$ cat config.mk
export PLATFORM = sky130hd
export DESIGN_NAME = config_bitstream_loader
export DESIGN_NICKNAME = d
export VERILOG_FILES = /design/src/rtl/config_bitstream_loader.sv
export SDC_FILE = /design/constraint.sdc
export NUM_CORES = 1
export LEC_CHECK = 0
export CAP_MARGIN = 25
export CORE_UTILIZATION = 45
export DETAILED_ROUTE_END_ITERATION = 12
export GPL_TIMING_DRIVEN = 0
export PLACE_DENSITY_LB_ADDON = 0.12
export SLEW_MARGIN = 20
export SYNTH_ARGS = -nofsm -noshare
export SYNTH_HDL_FRONTEND = slang
export SYNTH_SLANG_ARGS = --single-unit
$ cat constraint.sdc
create_clock -name clk -period 5.54 [get_ports clk]
set_input_delay 1.662 -clock clk [delete_from_list [all_inputs] [get_ports clk]]
set_output_delay 1.662 -clock clk [all_outputs]
set_load 0.005 [all_outputs]
$ cat src/rtl/config_bitstream_loader.sv
// Configuration bitstream loader: serialises TOTAL_BITS of byte-wide configuration
// data MSB first into a connection-box shift chain and supervises chain completion.
module config_bitstream_loader #(
  parameter int TOTAL_BITS   = 96,
  parameter int DONE_TIMEOUT = 16
) (
  input  logic       clk,
  input  logic       reset,
  input  logic       start,
  input  logic [7:0] byte_in,
  input  logic       byte_valid,
  output logic       byte_ready,
  output logic       bit_out,
  output logic       prgm_b,
  output logic       cb_prgm_b,
  output logic       cb_prgm_b_in,
  input  logic       chain_done,
  output logic       busy,
  output logic       done,
  output logic       error
);

  typedef enum logic [2:0] {
    ST_IDLE  = 3'd0,
    ST_LOAD  = 3'd1,
    ST_WAIT  = 3'd2,
    ST_DONE  = 3'd3,
    ST_ERROR = 3'd4
  } state_t;

  localparam logic [15:0] NUM_BYTES    = 16'(TOTAL_BITS / 8);
  localparam logic [15:0] LAST_BIT     = 16'(TOTAL_BITS - 1);
  localparam logic [15:0] TIMEOUT_LAST = 16'(DONE_TIMEOUT - 1);

  state_t      state_r, state_next_s;
  logic [7:0]  sh_r, sh_next_s;
  logic [3:0]  occ_r, occ_next_s;
  logic [15:0] bit_cnt_r, bit_cnt_next_s;
  logic [15:0] byte_cnt_r, byte_cnt_next_s;
  logic [15:0] to_cnt_r, to_cnt_next_s;

  logic byte_ready_r, cb_prgm_b_r, prgm_b_r, cb_prgm_b_in_r, busy_r, done_r, error_r;
  logic byte_ready_s, cb_prgm_b_s, prgm_b_s, cb_prgm_b_in_s, busy_s, done_s, error_s;

  logic shift_s, accept_s, restart_s;

  // A valid bit is on bit_out whenever the shift register holds any bits
  assign shift_s   = (state_r == ST_LOAD) && (occ_r != 4'd0);
  assign accept_s  = byte_valid && byte_ready_r;
  assign restart_s = start && ((state_r == ST_IDLE) || (state_r == ST_DONE) || (state_r == ST_ERROR));

  // State register
  always_ff @(posedge clk or posedge reset) begin
    if (reset) begin
      state_r <= ST_IDLE;
    end else begin
      state_r <= state_next_s;
    end
  end

  // Next-state logic; chain_done wins over the timeout in WAIT
  always_comb begin
    state_next_s = state_r;
    case (state_r)
      ST_IDLE, ST_DONE, ST_ERROR: begin
        if (start) state_next_s = ST_LOAD;
        else       state_next_s = state_r;
      end
      ST_LOAD: begin
        if (chain_done)                           state_next_s = ST_ERROR;
        else if (shift_s && bit_cnt_r == LAST_BIT) state_next_s = ST_WAIT;
        else                                       state_next_s = ST_LOAD;
      end
      ST_WAIT: begin
        if (chain_done)                   state_next_s = ST_DONE;
        else if (to_cnt_r == TIMEOUT_LAST) state_next_s = ST_ERROR;
        else                               state_next_s = ST_WAIT;
      end
      default: state_next_s = ST_IDLE;
    endcase
  end

  // Datapath next values: byte load, shift, stall-hold and counters
  always_comb begin
    sh_next_s       = sh_r;
    occ_next_s      = occ_r;
    bit_cnt_next_s  = bit_cnt_r;
    byte_cnt_next_s = byte_cnt_r;
    to_cnt_next_s   = to_cnt_r;
    if (restart_s) begin
      sh_next_s       = 8'h00;
      occ_next_s      = 4'd0;
      bit_cnt_next_s  = 16'd0;
      byte_cnt_next_s = 16'd0;
      to_cnt_next_s   = 16'd0;
    end else if (state_r == ST_LOAD) begin
      if (state_next_s != ST_LOAD) begin
        sh_next_s  = 8'h00;
        occ_next_s = 4'd0;
      end else if (accept_s) begin
        sh_next_s  = byte_in;
        occ_next_s = 4'd8;
      end else if (shift_s) begin
        // the final bit of a byte stays on bit_out through any stall
        sh_next_s  = (occ_r == 4'd1) ? sh_r : {sh_r[6:0], 1'b0};
        occ_next_s = occ_r - 4'd1;
      end else begin
        sh_next_s  = sh_r;
        occ_next_s = occ_r;
      end
      if (shift_s) bit_cnt_next_s = bit_cnt_r + 16'd1;
      else         bit_cnt_next_s = bit_cnt_r;
      if (accept_s) byte_cnt_next_s = byte_cnt_r + 16'd1;
      else          byte_cnt_next_s = byte_cnt_r;
    end else if (state_r == ST_WAIT) begin
      if (chain_done) to_cnt_next_s = to_cnt_r;
      else            to_cnt_next_s = to_cnt_r + 16'd1;
    end else begin
      to_cnt_next_s = to_cnt_r;
    end
  end

  // Datapath registers
  always_ff @(posedge clk or posedge reset) begin
    if (reset) begin
      sh_r       <= 8'h00;
      occ_r      <= 4'd0;
      bit_cnt_r  <= 16'd0;
      byte_cnt_r <= 16'd0;
      to_cnt_r   <= 16'd0;
    end else begin
      sh_r       <= sh_next_s;
      occ_r      <= occ_next_s;
      bit_cnt_r  <= bit_cnt_next_s;
      byte_cnt_r <= byte_cnt_next_s;
      to_cnt_r   <= to_cnt_next_s;
    end
  end

  // Output decode from the upcoming state so the outputs can be registered
  always_comb begin
    byte_ready_s   = 1'b0;
    cb_prgm_b_s    = 1'b0;
    prgm_b_s       = 1'b1;
    cb_prgm_b_in_s = 1'b0;
    busy_s         = 1'b0;
    done_s         = 1'b0;
    error_s        = 1'b0;
    case (state_next_s)
      ST_LOAD: begin
        prgm_b_s       = 1'b0;
        cb_prgm_b_in_s = 1'b1;
        busy_s         = 1'b1;
        cb_prgm_b_s    = (occ_next_s != 4'd0);
        byte_ready_s   = (occ_next_s <= 4'd1) && (byte_cnt_next_s < NUM_BYTES);
      end
      ST_WAIT: begin
        prgm_b_s       = 1'b0;
        cb_prgm_b_in_s = 1'b1;
        busy_s         = 1'b1;
      end
      ST_DONE:  done_s  = 1'b1;
      ST_ERROR: error_s = 1'b1;
      default:  prgm_b_s = 1'b1;
    endcase
  end

  // Output registers
  always_ff @(posedge clk or posedge reset) begin
    if (reset) begin
      byte_ready_r   <= 1'b0;
      cb_prgm_b_r    <= 1'b0;
      prgm_b_r       <= 1'b1;
      cb_prgm_b_in_r <= 1'b0;
      busy_r         <= 1'b0;
      done_r         <= 1'b0;
      error_r        <= 1'b0;
    end else begin
      byte_ready_r   <= byte_ready_s;
      cb_prgm_b_r    <= cb_prgm_b_s;
      prgm_b_r       <= prgm_b_s;
      cb_prgm_b_in_r <= cb_prgm_b_in_s;
      busy_r         <= busy_s;
      done_r         <= done_s;
      error_r        <= error_s;
    end
  end

  assign byte_ready   = byte_ready_r;
  assign bit_out      = sh_r[7];
  assign cb_prgm_b    = cb_prgm_b_r;
  assign prgm_b       = prgm_b_r;
  assign cb_prgm_b_in = cb_prgm_b_in_r;
  assign busy         = busy_r;
  assign done         = done_r;
  assign error        = error_r;

endmodule

==> results of run 1 <==
==> power by group <==
part	leakage [nW]	internal (mW)	switching, mW	total [mW]
clock network	0.116	0.277	0.180	0.457
logic	0.674	0.104	0.136	0.240
registers	0.948	0.541	0.0325	0.573
==> metal layers <==
layer / up-vias / global-route usage
met4: 0 / 0.0370
met2: 26 / 0.310
met1: 1322 / 0.249
li1: 1364 / -
met3: 4 / 0.0513
met5: - / 0
==> path summary, 6_finish.rpt <==
| kind | startpoint | endpoint | slack, ps |
|---|---|---|---|
| max in group asynchronous | reset | prgm_b | 3360 |
| worst min-delay path | sh_r[7] | sh_r[7] | 480 |
| min in group asynchronous | reset | bit_cnt_r[8] | 1600 |
| worst max-delay path | start | byte_cnt_r[8] | 1260 |
| worst max register to register | state_r[0] | byte_cnt_r[8] | 2690 |
| worst min register to register | sh_r[7] | sh_r[7] | 480 |
==> registers in the layout, summed over array words and instances, names as in the netlist <==
register	count
byte_cnt_r	16
done	1
cb_prgm_b	1
byte_ready	1
to_cnt_r	16
busy	1
state_r	3
occ_r	4
prgm_b	1
error	1
bit_cnt_r	16
sh_r	8
==> layout by cell type (no fill, tap or decap), types with 2 or more instances in the layout <==
cell type / instances
inv_1: 12
nor2_1: 63
and3_1: 5
mux2_2: 2
clkinv_2: 2
buf_6: 2
nand3_1: 23
or4_1: 2
xnor2_1: 21
clkbuf_8: 11
or3_1: 7
o21ai_0: 21
or2_2: 2
a32o_1: 2
clkdlybuf4s50_1: 19
o31a_1: 3
mux2i_1: 7
nor2b_1: 2
ha_1: 5
o2111ai_1: 3
xor2_1: 18
clkbuf_1: 6
a31o_2: 2
and2_1: 3
nor4b_1: 4
a31oi_1: 2
nor3_1: 7
a21oi_1: 12
nand4_1: 5
nor4_1: 5
buf_1: 4
nand2_1: 30
a2111oi_2: 2
bufinv_16: 2
dfrtp_1: 68
==> area by class of cell <==
| class | instances | area, sq um |
|---|---|---|
| Buffer | 12 | 63.8 |
| Clock buffer | 12 | 155 |
| Clock inverter | 4 | 70.1 |
| Fill cell | 742 | 3560 |
| Inverter | 13 | 51.3 |
| Multi-Input combinational cell | 278 | 1710 |
| Sequential cell | 69 | 1730 |
| Tap cell | 102 | 128 |
| Timing Repair Buffer | 20 | 218 |
==> cells by family after synthesis <==
| logic type | after synthesis | share of synthesized area |
|---|---|---|
| AOI/OAI and AO/OA | 59 | 0.112 |
| adders and majority gates | 5 | 0.0176 |
| DFF | 69 | 0.486 |
| buffers and inverters | 25 | 0.0317 |
| and+or+nand+nor | 166 | 0.230 |
| muxes | 9 | 0.0260 |
| xor gates and xnor gates | 39 | 0.0961 |
==> worst reg2reg max path, stage by stage, from the launching register on <==
cell and delay [ps]:
dfrtp_1 440, nor3b_1 650, a31o_2 190, clkbuf_1 390
buf_1 480, buf_1 460, nor2_1 100
==> metrics by stage <==
step                 util  setup WS (ps)
CTS                 0.537           1240
finish              0.537           1260
floorplan               -           2030
global route        0.537           1080
global placement    0.504            897
detailed placement  0.508            900
==> flow_summary.json, run 1 <==
{
  "io-pin-count": 21,
  "routedWlPerCell_um": 13.7,
  "setup_tns_ps": 0,
  "final.period_utilization": 0.772,
  "synth_top_cell_area_share": 0.479,
  "path_class": "in2reg",
  "grt_max_degree": 57,
  "min_path_type": "reg2reg",
  "cpMostUsedCell": "buf_1",
  "slew_viol_final": 0,
  "cp_num_buf_inv": 4,
  "wl_met3_um": 170,
  "ys.flop_type": "dfrtp_1",
  "cts_made_buffers": 9,
  "syn_nets": 390,
  "synth-seq-cells": 69,
  "layout.cells.non_filler": 510,
  "slew-limit-headroom": 0.324,
  "n_antenna_cell": 0,
  "critPathSlowestCell": "nor3b_1",
  "run_status": "finished clean",
  "syn-mean-instance-area_sq_um": 9.56,
  "gp_congestion": 0.820,
  "ctsHoldBuffers": 0,
  "area_growth_pct": 16.1,
  "grt.total_usage": 0.188,
  "dr.first_iter.drc_count": 76,
  "cts_root_buf": "clkbuf_8",
  "cp-start-kind": "input port",
  "ys_warn_count": 0,
  "wl_met1_um": 3510,
  "clk_pin_slew_ps": 70,
  "synthTopCellsByCount": "dfrtp_1, nor2_1, nand2_1, nand3_1",
  "min_period_ps": 4280,
  "drv_cap": 0,
  "postCtsSetupBuffers": 0,
  "synth.area.top_cells": "dfrtp_1, nor2_1, xnor2_1, xor2_1, nand3_1",
  "final.setup_skew_ps": 6.13,
  "setup_viol": 0,
  "synth_cells": 372,
  "end_kind": "register",
  "htreeDepth": 3,
  "dr_wl_met2_um": 3280,
  "ant_nets": 0,
  "routed_wl_um": 7000,
  "rsz0062_at_grt": "false",
  "clock_path_buffers": 2,
  "crit_chain": "clkdlybuf4s50_1 > nor3b_1 > a31o_2 > clkbuf_1 > buf_1 > buf_1 > nor2_1",
  "drive_gt1_frac": 0.0784,
  "grt_pass1_vias": 2700,
  "insertion_delay_ps": 330,
  "antenna_found_initial": 0,
  "p_total_mw": 1.27,
  "hold_depth": 2,
  "grt_first_pass_wirelength_um": 12400,
  "timing.fmax_mhz": 234,
  "port_buffers": 19,
  "path_depth": 7,
  "vdd_drop_max_uv": 175,
  "synthArstFlopShare": 1.00,
  "vias_per_cell": 5.33,
  "dieWidth_um": 90.9,
  "cts-resized-gates": 0,
  "ff2ff_path_depth": 6,
  "synth_edf_count": 0,
  "path_delay_family": "buffers and inverters",
  "cts_tree": "done",
  "final_area_sq_um": 4130,
  "gr-total-overflow": 0,
  "seq_area_frac_synth": 0.486,
  "max_stage_delay_ps": 650,
  "dp.cells": 494,
  "cp_data_required_time_ps": 5740,
  "synth_cell_type_count": 53,
  "holdWs_ps": 480,
  "dieArea_sq_um": 8260,
  "yosysTopAreaCell": "dfrtp_1",
  "worstPathMaxFanout": 10,
  "via_count": 2716,
  "start_util": 0.462,
  "place_area_sq_um": 3900,
  "arrival_ps": 4480,
  "syn-cell-area_sq_um": 3550,
  "clkSinkCount": 69,
  "dr.pass1.iters": 4,
  "worst_slew_pin_slew_ps": 1010,
  "top_layer": "met4",
  "power.leakage_nw": 1.74,
  "placementRows": 32,
  "die_y_um": 90.9,
  "nets": 421,
  "hpwl_um": 4990,
  "drc_errors": 0,
  "hold_violations": 0,
  "p_per_area_nw_per_um2": 308,
  "coreArea_sq_um": 7690,
  "post-synth-top-count-cell": "dfrtp_1"
}
Note: power is estimated with default switching activity, not from simulation.
==> run 2, diff against run 1 <==
==> constraint.sdc (replaced) <==
create_clock -name clk -period 3.9 [get_ports clk]
set_input_delay 1.17 -clock clk [delete_from_list [all_inputs] [get_ports clk]]
set_output_delay 1.17 -clock clk [all_outputs]
set_load 0.005 [all_outputs]
==> flow_summary.json, run 2 (synthesis results as in run 1) <==
{
  "insertion_delay_ps": 330,
  "final.period_utilization": 0.906,
  "drv_cap": 0,
  "cp_data_required_time_ps": 4100,
  "final_common_cell": "dfrtp_1",
  "gr-total-overflow": 0,
  "arrival_ps": 3730,
  "die_y_um": 90.9,
  "clock_path_buffers": 2,
  "min_to": "sh_r[7]",
  "grt_first_pass_wirelength_um": 12400,
  "n_antenna_cell": 0,
  "timing.fmax_mhz": 283,
  "min_path_type": "reg2reg",
  "final_cell_mix": "dfrtp_1, nor2_1, nand2_1",
  "dp.cells": 494,
  "grt.total_usage": 0.188,
  "final.setup.worst_slack_ps": 367,
  "worstPathMaxFanout": 10,
  "cts_made_buffers": 9,
  "postCtsSetupBuffers": 0,
  "io-pin-count": 21,
  "holdWs_ps": 480,
  "power.leakage_nw": 1.74,
  "r2r-end": "cb_prgm_b",
  "min_period_ps": 3530,
  "ff2ff_path_depth": 8,
  "drive_gt1_frac": 0.0809,
  "run_status": "finished clean",
  "hold_depth": 2,
  "layout.cells.non_filler": 510,
  "grt_pass1_vias": 2700,
  "start_util": 0.462,
  "cp-start-kind": "input port",
  "ant_nets": 0,
  "slew_viol_final": 0,
  "p_total_mw": 1.81,
  "cts_tree": "done",
  "placementRows": 32,
  "min-delay-start": "sh_r[7]",
  "vias_per_cell": 5.32,
  "r2r-start": "state_r[0]",
  "slew-limit-headroom": 0.323,
  "final_area_sq_um": 4130,
  "top_regs": "bit_cnt_r (16), byte_cnt_r (16), to_cnt_r (16)",
  "rsz0062_at_grt": "false",
  "ff_latch_area_sq_um": 1730,
  "dieArea_sq_um": 8260,
  "dieWidth_um": 90.9,
  "grt_max_degree": 57,
  "hold_violations": 0,
  "nFillCells": 744,
  "path_class": "in2reg",
  "place_area_sq_um": 3900,
  "port_buffers": 19,
  "worst_slew_pin_slew_ps": 1010,
  "area_growth_pct": 16.3,
  "p_per_area_nw_per_um2": 437,
  "coreArea_sq_um": 7690,
  "rrSetupSlack_ps": 1250,
  "clk_pin_slew_ps": 70,
  "end_kind": "register",
  "setup_viol": 0,
  "cts_root_buf": "clkbuf_8",
  "routedWlPerCell_um": 13.8,
  "gp_congestion": 0.820,
  "multi_input_area_sq_um": 1720,
  "vdd_drop_max_uv": 248,
  "routed_wl_um": 7030,
  "fin_util": 0.538,
  "clkSinkCount": 69,
  "worstSetupStartpoint": "start",
  "nets": 421,
  "setup_tns_ps": 0,
  "dr.first_iter.drc_count": 77,
  "antenna_found_initial": 0,
  "drc_errors": 0,
  "hpwl_um": 4990,
  "via_count": 2714,
  "final.setup_skew_ps": 6.14,
  "dp_slack_ps": -248,
  "dr.pass1.iters": 4,
  "htreeDepth": 3
}
-- run 2: repair_timing --
action,in CTS,in global routing
setup endpoints to repair,0,25
hold buffers,0,0
gates resized for setup,0,1
-- run 2: worst max-delay path by stage --
stage | to | slack [ps] | depth (start not counted)
2_1_floorplan | bit_cnt_r[13] | 890 | 7
3_3_place_gp | sh_r[5] | -250 | 2
3_5_place_dp | byte_cnt_r[3] | -250 | 7
4_1_cts | bit_cnt_r[14] | 90 | 7
5_1_grt | byte_cnt_r[11] | 190 | 7
6_report | byte_cnt_r[12] | 370 | 7
-- run 2: final cells by class --
| cell class | instances | share of cell area |
|---|---|---|
| sequential | 69 | 0.418 |
| timing repair buffer | 20 | 0.0527 |
| inverter | 13 | 0.0124 |
| buffer | 12 | 0.0154 |
| clock inverter | 4 | 0.0170 |
| tap | 102 | 0.0309 |
| multi-input combinational | 278 | 0.416 |
| clock buffer | 12 | 0.0375 |
-- run 2: power breakdown --
part | internal (mW) | switching (mW)
registers | 0.768 | 0.0465
logic | 0.149 | 0.193
clock network | 0.393 | 0.256
-- run 2: critical path: stages --
cell and delay [ps]:
clkdlybuf4s50_1 540, nor3b_2 420, a31o_2 170, clkbuf_1 380, buf_1 480, buf_1 460
nor2_1 110
-- run 2: metal layers --
layer,GRT usage,routed length (um),part of all wire
met1,0.249,3480,0.50
met2,0.310,3310,0.47
met3,0.0513,186,0.026
met4,0.0370,47,0.0067
met5,0,0,0
